`config.mk`:
```
export PLATFORM = sky130hd
export DESIGN_NAME = frame_writer
export DESIGN_NICKNAME = d
export VERILOG_FILES = /design/src/rtl/flappy_pkg.sv /design/src/rtl/frame_writer_raster_counter.sv /design/src/rtl/frame_writer.sv
export SDC_FILE = /design/constraint.sdc
export NUM_CORES = 1
export LEC_CHECK = 0
export BUFFER_PORTS_ARGS = -buffer_cell sky130_fd_sc_hd__buf_4
export CAP_MARGIN = 25
export CELL_PAD_IN_SITES_DETAIL_PLACEMENT = 1
export CELL_PAD_IN_SITES_GLOBAL_PLACEMENT = 2
export CORE_ASPECT_RATIO = 1.2
export CORE_MARGIN = 5
export CORE_UTILIZATION = 32
export CTS_BUF_LIST = sky130_fd_sc_hd__clkbuf_8
export DETAILED_ROUTE_END_ITERATION = 10
export HOLD_SLACK_MARGIN = 0.02
export PLACE_DENSITY_LB_ADDON = 0.1
export SYNTH_ARGS = -nofsm -noshare
export SYNTH_HDL_FRONTEND = slang
export SYNTH_HIERARCHICAL = 1
export SYNTH_SLANG_ARGS = --single-unit
```
`constraint.sdc`:
```
create_clock -name clk -period 7.68 [get_ports clk]
set_input_delay 0.384 -clock clk [delete_from_list [all_inputs] [get_ports clk]]
set_output_delay 0.384 -clock clk [all_outputs]
set_load 0.01 [all_outputs]
```
`src/rtl/flappy_pkg.sv`:
```
// Shared constants and types for the frame buffer producer/consumer blocks.
// Raster geometry defaults to 320x240 at 8 bits per pixel.
package flappy_pkg;

  localparam int H_RES        = 320;
  localparam int V_RES        = 240;
  localparam int FRAME_PIXELS = H_RES * V_RES;
  localparam int ADDR_W       = 20;
  localparam int DATA_W       = 8;

  typedef enum logic [1:0] {
    IDLE  = 2'd0,
    CLEAR = 2'd1,
    DRAW  = 2'd2,
    DONE  = 2'd3
  } writer_state_t;

  // First working state of a new frame, chosen by the sampled clear request.
  function automatic writer_state_t startState(input logic clearReq);
    startState = clearReq ? CLEAR : DRAW;
  endfunction

endpackage

```
`src/rtl/frame_writer_raster_counter.sv`:
```
// Linear raster address counter with load-zero, increment and last-pixel flag.
// Kept generic so the scanout side can reuse it.
module raster_counter #(
  parameter int CNT_W    = flappy_pkg::ADDR_W,
  parameter int LAST_IDX = flappy_pkg::FRAME_PIXELS - 1
) (
  input  logic             clk,
  input  logic             rst_n,
  input  logic             loadZero,
  input  logic             inc,
  output logic [CNT_W-1:0] addr,
  output logic             isLast
);

  logic [CNT_W-1:0] addr_r;

  // Address register; load-zero wins over increment.
  always_ff @(posedge clk or negedge rst_n) begin
    if (!rst_n) begin
      addr_r <= {CNT_W{1'b0}};
    end else if (loadZero) begin
      addr_r <= {CNT_W{1'b0}};
    end else if (inc) begin
      addr_r <= addr_r + CNT_W'(1);
    end else begin
      addr_r <= addr_r;
    end
  end

  assign addr   = addr_r;
  assign isLast = (addr_r == CNT_W'(LAST_IDX));

endmodule

```
`src/rtl/frame_writer.sv`:
```
// Back-buffer producer: optional background clear, then raster-ordered pixel
// writes from the renderer, synchronised to the buffer-swap pulse.
module frame_writer #(
  parameter int                H_RES    = flappy_pkg::H_RES,
  parameter int                V_RES    = flappy_pkg::V_RES,
  parameter int                ADDR_W   = flappy_pkg::ADDR_W,
  parameter int                DATA_W   = flappy_pkg::DATA_W,
  parameter logic [DATA_W-1:0] BG_COLOR = {DATA_W{1'b0}}
) (
  input  logic              clk,
  input  logic              rst_n,
  input  logic              frame_start,
  input  logic              clear_en,
  input  logic              pix_valid,
  input  logic [DATA_W-1:0] pix_data,
  output logic              pix_ready,
  output logic [ADDR_W-1:0] addrWrite,
  output logic [DATA_W-1:0] dataWrite,
  output logic              wr_en,
  output logic              busy,
  output logic              frame_done,
  output logic              overrun
);

  import flappy_pkg::*;

  localparam int FRAME_PIX = H_RES * V_RES;

  writer_state_t     state_r;
  writer_state_t     nextState_s;
  logic              loadZero_s;
  logic              inc_s;
  logic              isLast_s;
  logic [ADDR_W-1:0] cntAddr_s;
  logic              accept_s;
  logic              wrEn_s;
  logic [ADDR_W-1:0] wrAddr_s;
  logic [DATA_W-1:0] wrData_s;
  logic              frameDone_s;
  logic              overrun_s;

  raster_counter #(
    .CNT_W    (ADDR_W),
    .LAST_IDX (FRAME_PIX - 1)
  ) uCounter (
    .clk      (clk),
    .rst_n    (rst_n),
    .loadZero (loadZero_s),
    .inc      (inc_s),
    .addr     (cntAddr_s),
    .isLast   (isLast_s)
  );

  assign pix_ready = (state_r == DRAW);
  assign accept_s  = pix_valid && pix_ready;

  // State register.
  always_ff @(posedge clk or negedge rst_n) begin
    if (!rst_n) begin
      state_r <= IDLE;
    end else begin
      state_r <= nextState_s;
    end
  end

  // Next-state, counter control and next write; idle cycles re-present the last write.
  always_comb begin
    nextState_s = state_r;
    loadZero_s  = 1'b0;
    inc_s       = 1'b0;
    wrEn_s      = 1'b0;
    wrAddr_s    = addrWrite;
    wrData_s    = dataWrite;
    frameDone_s = 1'b0;
    overrun_s   = 1'b0;
    case (state_r)
      IDLE, DONE: begin
        if (frame_start) begin
          nextState_s = startState(clear_en);
          loadZero_s  = 1'b1;
        end else begin
          nextState_s = state_r;
        end
      end
      CLEAR: begin
        if (frame_start) begin
          overrun_s   = 1'b1;
          nextState_s = startState(clear_en);
          loadZero_s  = 1'b1;
        end else begin
          wrEn_s   = 1'b1;
          wrAddr_s = cntAddr_s;
          wrData_s = BG_COLOR;
          if (isLast_s) begin
            nextState_s = DRAW;
            loadZero_s  = 1'b1;
          end else begin
            inc_s = 1'b1;
          end
        end
      end
      DRAW: begin
        if (accept_s && isLast_s) begin
          // Completing the frame takes priority; a coincident swap just starts the next one.
          wrEn_s      = 1'b1;
          wrAddr_s    = cntAddr_s;
          wrData_s    = pix_data;
          frameDone_s = 1'b1;
          loadZero_s  = 1'b1;
          nextState_s = frame_start ? startState(clear_en) : DONE;
        end else if (frame_start) begin
          overrun_s   = 1'b1;
          nextState_s = startState(clear_en);
          loadZero_s  = 1'b1;
        end else if (accept_s) begin
          wrEn_s   = 1'b1;
          wrAddr_s = cntAddr_s;
          wrData_s = pix_data;
          inc_s    = 1'b1;
        end else begin
          nextState_s = DRAW;
        end
      end
      default: begin
        nextState_s = IDLE;
        loadZero_s  = 1'b1;
      end
    endcase
  end

  // Registered write port and status pulses.
  always_ff @(posedge clk or negedge rst_n) begin
    if (!rst_n) begin
      addrWrite  <= {ADDR_W{1'b0}};
      dataWrite  <= {DATA_W{1'b0}};
      wr_en      <= 1'b0;
      busy       <= 1'b0;
      frame_done <= 1'b0;
      overrun    <= 1'b0;
    end else begin
      addrWrite  <= wrAddr_s;
      dataWrite  <= wrData_s;
      wr_en      <= wrEn_s;
      busy       <= (state_r == CLEAR) || (state_r == DRAW);
      frame_done <= frameDone_s;
      overrun    <= overrun_s;
    end
  end

endmodule

```
==> results of run 1 <==
[sequential cells by signal, indices dropped and copies added (netlist names)]
register	count
uCounter/addr	20
dataWrite	8
wr_en	1
busy	1
addrWrite	20
state_r	2
frame_done	1
overrun	1
[power by group]
| group | leakage [uW] | switching [uW] | total [uW] | internal (uW) |
|---|---|---|---|---|
| clock network | 0.0000556 | 94.7 | 191 | 96.2 |
| logic | 0.000612 | 185 | 309 | 124 |
| registers | 0.000743 | 14.9 | 326 | 311 |
| total | 0.00141 | 295 | 826 | 531 |
[final cells by class]
class | instances | area (um^2)
Sequential cell | 54 | 1350
Inverter | 5 | 18.8
Timing Repair Buffer | 46 | 345
Tap cell | 92 | 115
Clock buffer | 5 | 68.8
Clock inverter | 3 | 41.3
Multi-Input combinational cell | 146 | 1070
Fill cell | 830 | 4660
[placed cells by master, fill, tap and decap left out, types with 3 or more instances in the layout]
cell type and count:
clkbuf_8 5, nand3_1 13, o2bb2ai_1 8, dfrtp_1 54
nor3_1 4, nor2b_1 3, a21oi_1 10, o21ai_0 4
ha_1 3, mux2_4 12, inv_1 6, nand2_1 8
mux2_2 9, xnor2_1 8, xor2_1 4, nor2_1 21
buf_4 46, nand4_1 6, or4_1 3, nor4_1 8
or3_1 4
[final timing paths]
kind	from	end	slack [ps]	cells past startpoint
worst max-delay path	uCounter/addr[14]$_DFFE_PN0P_	uCounter/addr[18]$_DFFE_PN0P_	3560	8
worst min-delay path	rst_n	busy$_DFF_PN0_	130	1
worst max register to register	uCounter/addr[14]$_DFFE_PN0P_	uCounter/addr[18]$_DFFE_PN0P_	3560	8
worst min register to register	dataWrite[7]$_DFFE_PN0P_	dataWrite[7]$_DFFE_PN0P_	500	1
max in group asynchronous	rst_n	uCounter/addr[19]$_DFFE_PN0P_	7090	1
min in group clk	pix_data[1]	dataWrite[1]$_DFFE_PN0P_	340	3
[per-stage QoR]
step	power [uW]	utilization (%)
after floorplan	583	-
after global placement	652	37.8
after detailed placement	653	37.8
after CTS	849	39.2
after global routing	888	39.2
final	826	39.2
[per-layer routing]
metal | share of wire, % | up-vias | GRT usage (%)
met2 | 50 | 32 | 23.1
met1 | 46 | 907 | 15.8
met5 | 0 | - | 0
met4 | 0.71 | 0 | 2.52
met3 | 3.8 | 4 | 2.95
li1 | - | 861 | -
[kinds of logic after synthesis]
family                   after synthesis  share of synthesized area (%)
AO/OA/AOI/OAI                         30                           8.28
XOR/XNOR                              12                           4.19
adder cells (fa/ha/maj)                3                           1.50
buffers and inverters                 16                           3.69
flip-flops                            54                           53.8
multiplexers                          22                           11.6
AND/OR/NAND/NOR                       79                           16.9
[worst max-delay path, stage by stage (launching register included)]
cell	delay [ps]
dfrtp_1	450
or4_1	510
or4_1	470
nor4_1	790
a21o_1	740
nor2_1	280
nor3_1	300
or3b_1	370
a21oi_1	140
==> results.py, run 1 <==
metrics = {
    "placement": {
        "placed_area_mm2": 0.00290,
        "dp.cells": 343,
        "dpl.hpwl_mm": 3.99,
        "io_buffers": 45,
        "post-place-ws_ps": 3520,
        "routabilityCongestion": 0.667,
    },
    "cts": {
        "clkTransAtPathRegs_ps": 100,
        "htree_num_levels": 2,
        "post_cts_buffers": 0,
        "clkLatencyLatePin_ps": 310,
        "clockBufferDepth": 2,
        "cts_tree": "built",
        "numCtsBuffers": 5,
        "cts_resized": 0,
        "root_buffer": "clkbuf_8",
        "holdBufCountCts": 0,
        "clkSinkCount": 54,
    },
    "global_route": {
        "grt_max_degree": 55,
        "antenna_found_initial": 0,
        "grt_pass1_wl_mm": 10.4,
        "grt.overflow.total": 0,
        "first_global_vias": 2043,
        "grt_usage_pct": 12.9,
    },
    "yosys": {
        "synth_area_leader_cell": "dfrtp_1",
        "synth_edf_count": 0,
        "synth.avg_cell_area_um2": 11.6,
        "synth-main-ff-cell": "dfrtp_1",
        "synthArstFlopShare_pct": 100,
        "ys_seq_area_share_pct": 53.8,
        "yosysMostFrequentCell": "dfrtp_1",
        "synth.area.top_cells": "dfrtp_1 54%, mux2_4 7.2%, mux2_2 4.0%, nor2_1 3.1%, o2bb2ai_1 2.8%",
        "syn_area_mm2": 0.00251,
        "synthesis.instances": 216,
        "synth_common_cells": "54 x dfrtp_1, 21 x nor2_1, 13 x nand3_1",
        "yosys_warnings": 6,
        "ys_types": 38,
        "synth-seq-cells": 54,
        "synth_top_area_share_pct": 53.8,
        "synth.net_count": 232,
    },
    "power_and_ir_drop": {
        "ir_drop_v": 0.000187,
        "power_density_mw_per_mm2": 275,
        "power.leakage_uw": 0.00141,
    },
    "routing": {
        "drt_wl_total_mm": 5.92,
        "first_pass_iters": 4,
        "wire_per_inst_um": 16.9,
        "postRouteAntennaNets": 0,
        "routed_via_density": 5.14,
        "vias": 1804,
        "drc": 0,
        "drt_iter0_markers": 58,
    },
    "die": {
        "ioPinCount": 46,
        "core-area_mm2": 0.00766,
        "die_area_mm2": 0.00972,
        "die_h_um": 107,
        "die_w_um": 90.8,
        "start_util_pct": 32.8,
        "rows": 35,
    },
    "critical_path": {
        "cp_max_fo": 23,
        "crit_type": "flip-flop to flip-flop",
        "worst_setup_path_start_kind": "flip-flop",
        "arrival_ps": 4350,
        "critical_path_required_ps": 7910,
        "crit_path_end_kind": "flip-flop",
    },
    "sta": {
        "clock_skew_ps": 13.2,
        "hold_violations": 0,
        "worst_pin_slew_ps": 890,
        "setup_viol": 0,
        "slew_headroom_pct": 40.1,
        "max_freq_ghz": 0.243,
        "fin_tns_setup_ps": 0,
        "slew_viol_final": 0,
        "rsz0062_at_grt": "no",
        "min_period_ps": 4120,
        "fin_hold_ws_ps": 126,
        "fin_ws_ps": 3560,
        "fin_crit_sh_pct": 53.6,
    },
    "hold_path": {
        "hp-class": "primary input to async pin",
    },
    "job": {
        "maxCapViolations": 0,
    },
    "final_layout": {
        "nets": 274,
        "drive_gt1_share_pct": 30.1,
        "syn2layout_area_growth_pct": 19.8,
        "stdcell_area_mm2": 0.00301,
        "n_antenna_cell": 0,
        "finalNonFillerCells": 351,
    },
    "status": {
        "status": "finished, final reports clean",
    },
}
No activity file was read; power rests on OpenSTA's default activity.
==> run 2, diff against run 1 <==
clock period = 4.1 ns   (was 7.68 ns; I/O delays follow)
==> run 2 against run 1 <==
Via count down 0.39%. Global-route usage is 0.52 points lower. Hold slack gained 41 ps. First-iteration DRC count is 26% lower. Sequential cell count unchanged. Utilization is 0.13 points higher. Critical endpoint is now addrWrite[16]$_DFFE_PN0P_. Highest routed layer unchanged.
==> results.py, run 2 (synthesis gave the netlist of run 1 again) <==
metrics = {
    "status": {
        "status": "finished, final reports clean",
    },
    "final_layout": {
        "finalNonFillerCells": 354,
        "nets": 277,
        "syn2layout_area_growth_pct": 20.2,
        "n_antenna_cell": 0,
        "drive_gt1_share_pct": 30.9,
        "seqCellArea_mm2": 0.00135,
        "mostFrequentLayoutCells": "54 x dfrtp_1, 48 x buf_4, 21 x nor2_1",
        "final_common_cell": "dfrtp_1",
        "fillers": 854,
        "multi_input_area_mm2": 0.00107,
    },
    "die": {
        "die_h_um": 107,
        "die_w_um": 90.8,
        "die_area_mm2": 0.00972,
        "start_util_pct": 32.8,
        "ioPinCount": 46,
        "core-area_mm2": 0.00766,
        "rows": 35,
    },
    "routing": {
        "drc": 0,
        "drt_iter0_markers": 43,
        "wire_per_inst_um": 16.4,
        "routed_via_density": 5.08,
        "vias": 1797,
        "postRouteAntennaNets": 0,
        "drt_wl_total_mm": 5.80,
        "first_pass_iters": 4,
    },
    "sta": {
        "setup_viol": 0,
        "max_freq_ghz": 0.309,
        "fin_crit_sh_pct": 79.0,
        "worst_pin_slew_ps": 696,
        "clock_skew_ps": 6.42,
        "rsz0062_at_grt": "no",
        "hold_violations": 0,
        "min_period_ps": 3240,
        "slew_headroom_pct": 53.6,
        "fin_tns_setup_ps": 0,
        "slew_viol_final": 0,
    },
    "cts": {
        "post_cts_buffers": 0,
        "clkLatencyLatePin_ps": 310,
        "cts_resized": 0,
        "clkTransAtPathRegs_ps": 100,
        "htree_num_levels": 2,
        "clkSinkCount": 54,
        "holdBufCountCts": 1,
        "cts_tree": "built",
        "root_buffer": "clkbuf_8",
        "clockBufferDepth": 2,
        "numCtsBuffers": 5,
    },
    "placement": {
        "dp.cells": 345,
        "dpl.hpwl_mm": 3.99,
        "io_buffers": 45,
        "routabilityCongestion": 0.732,
    },
    "job": {
        "maxCapViolations": 0,
    },
    "global_route": {
        "antenna_found_initial": 0,
        "grt_usage_pct": 12.3,
        "grt_pass1_wl_mm": 9.97,
        "grt_max_degree": 55,
        "grt.overflow.total": 0,
        "first_global_vias": 1909,
    },
    "critical_path": {
        "critical_path_required_ps": 4290,
        "cp_max_fo": 28,
        "crit_path_end_kind": "flip-flop",
        "crit_type": "flip-flop to flip-flop",
        "arrival_ps": 3430,
        "worst_setup_path_start_kind": "flip-flop",
        "crit_start": "uCounter/addr[12]$_DFFE_PN0P_",
        "r2r-start": "uCounter/addr[12]$_DFFE_PN0P_",
    },
    "power_and_ir_drop": {
        "ir_drop_v": 0.000349,
        "power_density_mw_per_mm2": 501,
        "power.leakage_uw": 0.00142,
    },
    "hold_path": {
        "hold_start": "clear_en",
        "hp-class": "primary input to flip-flop",
    },
}
==> run 2: cell types whose count changed in the layout (fill, tap and decap cells not counted), sizes merged <==
cell	change
dlygate4sd3	+1
inv	-1
clkinv	+1
buf	+2
clkbuf	+1
bufinv	-1
==> run 2: final cells by class <==
type                    instances  share of cell area [%]
clock buffers                   6                    2.74
clock inverters                 2                   0.415
inverters                       5                   0.622
multi-input cells             146                    35.3
flip-flops and latches         54                    44.8
well taps                      92                    3.82
repair buffers                 49                    12.3
==> run 2: stage by stage <==
stage	power (uW)	area, um^2	setup slack [ps]	hold WS, ps	utilization (%)
final	1510	3020	862	167	39.4
after detailed placement	1230	2910	863	310	38.0
after CTS	1540	3020	824	162	39.4
after global placement	1220	2910	897	314	38.0
after floorplan	1090	2510	900	-90.6	-
after global routing	1620	3020	632	159	39.4
==> run 2: report_power, final <==
group / switching (uW) / internal (uW)
registers: 29.9 / 583
clock network: 176 / 136
logic: 352 / 233
==> run 2: metal layers <==
metal / wire, um / vias to the layer above / GRT usage (%)
met2: 2780 / 31 / 20.3
li1: - / 872 / -
met4: 67 / 0 / 3.46
met5: 0 / - / 0
met1: 2720 / 889 / 16.2
met3: 227 / 5 / 3.02
==> run 2: final timing paths <==
| path | to | slack (ps) | cells after the start |
|---|---|---|---|
| max reg2reg | addrWrite[16]$_DFFE_PN0P_ | 860 | 8 |
| min reg2reg | dataWrite[2]$_DFFE_PN0P_ | 500 | 1 |
| min in group asynchronous | overrun$_DFF_PN0_ | 470 | 2 |
| min | state_r[1]$_DFFE_PN0P_ | 170 | 3 |
| max in group asynchronous | uCounter/addr[19]$_DFFE_PN0P_ | 3150 | 2 |
| max | addrWrite[16]$_DFFE_PN0P_ | 860 | 8 |
==> run 2: critical path, cell delays in order (launching register included) <==
cell and delay (ps):
dfrtp_1 440, or4_1 520, or4_1 470, nor4_1 330
buf_4 210, nor2b_1 50, o21a_1 270, nand2b_4 420
mux2_4 400
==> run 3, diff against run 2 <==
clock period = 2.95 ns   (was 4.1 ns; I/O delays follow)
==> run 3 against run 2 <==
Sequential share of layout area fell by 1.2 points. Clock-buffer cell count did not move. Setup slack got worse by 740 ps. Critical endpoint is now uCounter/addr[18]$_DFFE_PN0P_. Cell count rose by 2.5%. Fmax rose by 15%. Global-route usage rose by 0.64 points. Via count rose by 3.6%. Non-clock buffer count rose by 8. Clock skew rose by 1.4 ps. Clock power rose by 39%.
==> results.py, run 3 (synthesis gave the netlist of run 1 again) <==
metrics = {
    "critical_path": {
        "cp_common_cell": "or4_1",
        "path_depth": 8,
        "path_cells": "or4_1 > or4_1 > nor4_4 > a21o_1 > nor2_2 > nor3_1 > or3b_1 > a21oi_1",
        "arrival_ps": 3060,
        "worst_setup_path_start_kind": "flip-flop",
        "r2r_cells": 8,
        "critical_path_required_ps": 3190,
        "critical_path.top_delay_family": "simple AND/OR/NAND/NOR gates",
        "crit_type": "flip-flop to flip-flop",
        "slowest_delay_ps": 530,
        "crit_slowest_cell": "or4_1",
        "cp_max_fo": 4,
        "crit_path_end_kind": "flip-flop",
        "worst-path-buf-inv": 0,
    },
    "status": {
        "status": "finished, final reports clean",
    },
    "routing": {
        "drc": 0,
        "postRouteAntennaNets": 0,
        "drt_wl_total_mm": 6.17,
        "first_pass_iters": 4,
        "routed_via_density": 5.13,
        "drt_iter0_markers": 39,
        "wire_per_inst_um": 17.0,
        "vias": 1862,
    },
    "die": {
        "start_util_pct": 32.8,
        "rows": 35,
        "die_w_um": 90.8,
        "die_h_um": 107,
        "core-area_mm2": 0.00766,
        "die_area_mm2": 0.00972,
        "ioPinCount": 46,
    },
    "final_layout": {
        "fillers": 827,
        "final_common_cell": "buf_4",
        "nets": 286,
        "syn2layout_area_growth_pct": 23.6,
        "drive_gt1_share_pct": 33.9,
        "n_antenna_cell": 0,
        "mostFrequentLayoutCells": "56 x buf_4, 54 x dfrtp_1, 20 x nor2_1",
    },
    "placement": {
        "post-place-ws_ps": 97.8,
        "routabilityCongestion": 0.748,
        "io_buffers": 45,
        "dpl.hpwl_mm": 4.21,
    },
    "cts": {
        "clockBufferDepth": 2,
        "cts_tree": "built",
        "root_buffer": "clkbuf_8",
        "clkLatencyLatePin_ps": 310,
        "htree_num_levels": 2,
        "clkSinkCount": 54,
        "numCtsBuffers": 5,
        "clkTransAtPathRegs_ps": 100,
    },
    "sta": {
        "fin_crit_sh_pct": 95.9,
        "setup_viol": 0,
        "max_freq_ghz": 0.354,
        "worst_pin_slew_ps": 700,
        "slew_headroom_pct": 53.3,
        "slew_viol_final": 0,
        "hold_violations": 0,
        "clock_skew_ps": 7.83,
        "min_period_ps": 2830,
        "fin_ws_ps": 122,
    },
    "job": {
        "maxCapViolations": 0,
    },
    "global_route": {
        "first_global_vias": 1991,
        "antenna_found_initial": 0,
        "grt.overflow.total": 0,
        "grt_pass1_wl_mm": 10.4,
        "grt_max_degree": 55,
        "grt_usage_pct": 13.0,
    },
    "hold_path": {
        "whs_path_depth": 3,
        "hp-class": "primary input to flip-flop",
    },
    "power_and_ir_drop": {
        "p_total_uw": 2170,
        "power_density_mw_per_mm2": 699,
        "power.leakage_uw": 0.00148,
        "ir_drop_v": 0.000478,
    },
}
[run 3: changes by cell type in the layout (fill, tap and decap cells not counted), sizes merged]
cell    before  now
buf         48   56
nand2b       3    4
[run 3: area by class of cell]
class / count / area [um^2] / area share, %
inverters: 5 / 18.8 / 0.605
clock buffers: 6 / 82.6 / 2.66
repair buffers: 57 / 430 / 13.9
flip-flops and latches: 54 / 1350 / 43.5
multi-input cells: 147 / 1090 / 35.2
well taps: 92 / 115 / 3.71
clock inverters: 2 / 12.5 / 0.403
[run 3: tightest hold or removal path: stages]
cell     delay, ps
buf_4           80
a21oi_1         50
o31a_1         100
[run 3: timing repair]
| action | 4_1_cts | 5_1_grt |
|---|---|---|
| setup buffers | 0 | 0 |
| resized for setup | 0 | 1 |
| endpoints found under the hold margin | 54 | 0 |
| endpoints found under the setup margin | 0 | 8 |
| hold buffers | 1 | 0 |
[run 3: metal layers]
metal	GRT usage, %	vias up	wire length, um
li1	-	887	-
met1	16.2	937	2750
met2	22.2	32	3090
met3	3.23	6	250
met4	3.77	0	74
met5	0	-	0
[run 3: path summary, 6_finish.rpt]
path	from	end	slack, ps
min in group asynchronous	rst_n	addrWrite[7]$_DFFE_PN0P_	420
min reg2reg	dataWrite[3]$_DFFE_PN0P_	dataWrite[3]$_DFFE_PN0P_	500
max	uCounter/addr[12]$_DFFE_PN0P_	uCounter/addr[18]$_DFFE_PN0P_	120
max reg2reg	uCounter/addr[12]$_DFFE_PN0P_	uCounter/addr[18]$_DFFE_PN0P_	120
min	clear_en	state_r[1]$_DFFE_PN0P_	100
max in group asynchronous	rst_n	dataWrite[3]$_DFFE_PN0P_	2060
[run 3: per-stage QoR]
step / setup TNS [ps] / utilization, % / hold slack (ps) / instance area, um^2 / instances
final: 0 / 40.5 / 105 / 3100 / 363
after global routing: -2.12 / 40.5 / 95.9 / 3100 / 363
after CTS: 0 / 40.3 / 92.5 / 3090 / 362
after detailed placement: 0 / 39.0 / 255 / 2990 / 353
after global placement: 0 / 39.0 / 253 / 2990 / 353
after floorplan: 0 / - / -148 / 2520 / 216
[run 3: where the power goes]
group / total, uW / internal, uW / switching [uW] / leakage (uW)
Clock: 434 / 189 / 245 / 0.0000472
Combinational: 882 / 364 / 518 / 0.000687
Sequential: 854 / 811 / 43.2 / 0.000743
Total: 2170 / 1360 / 806 / 0.00148
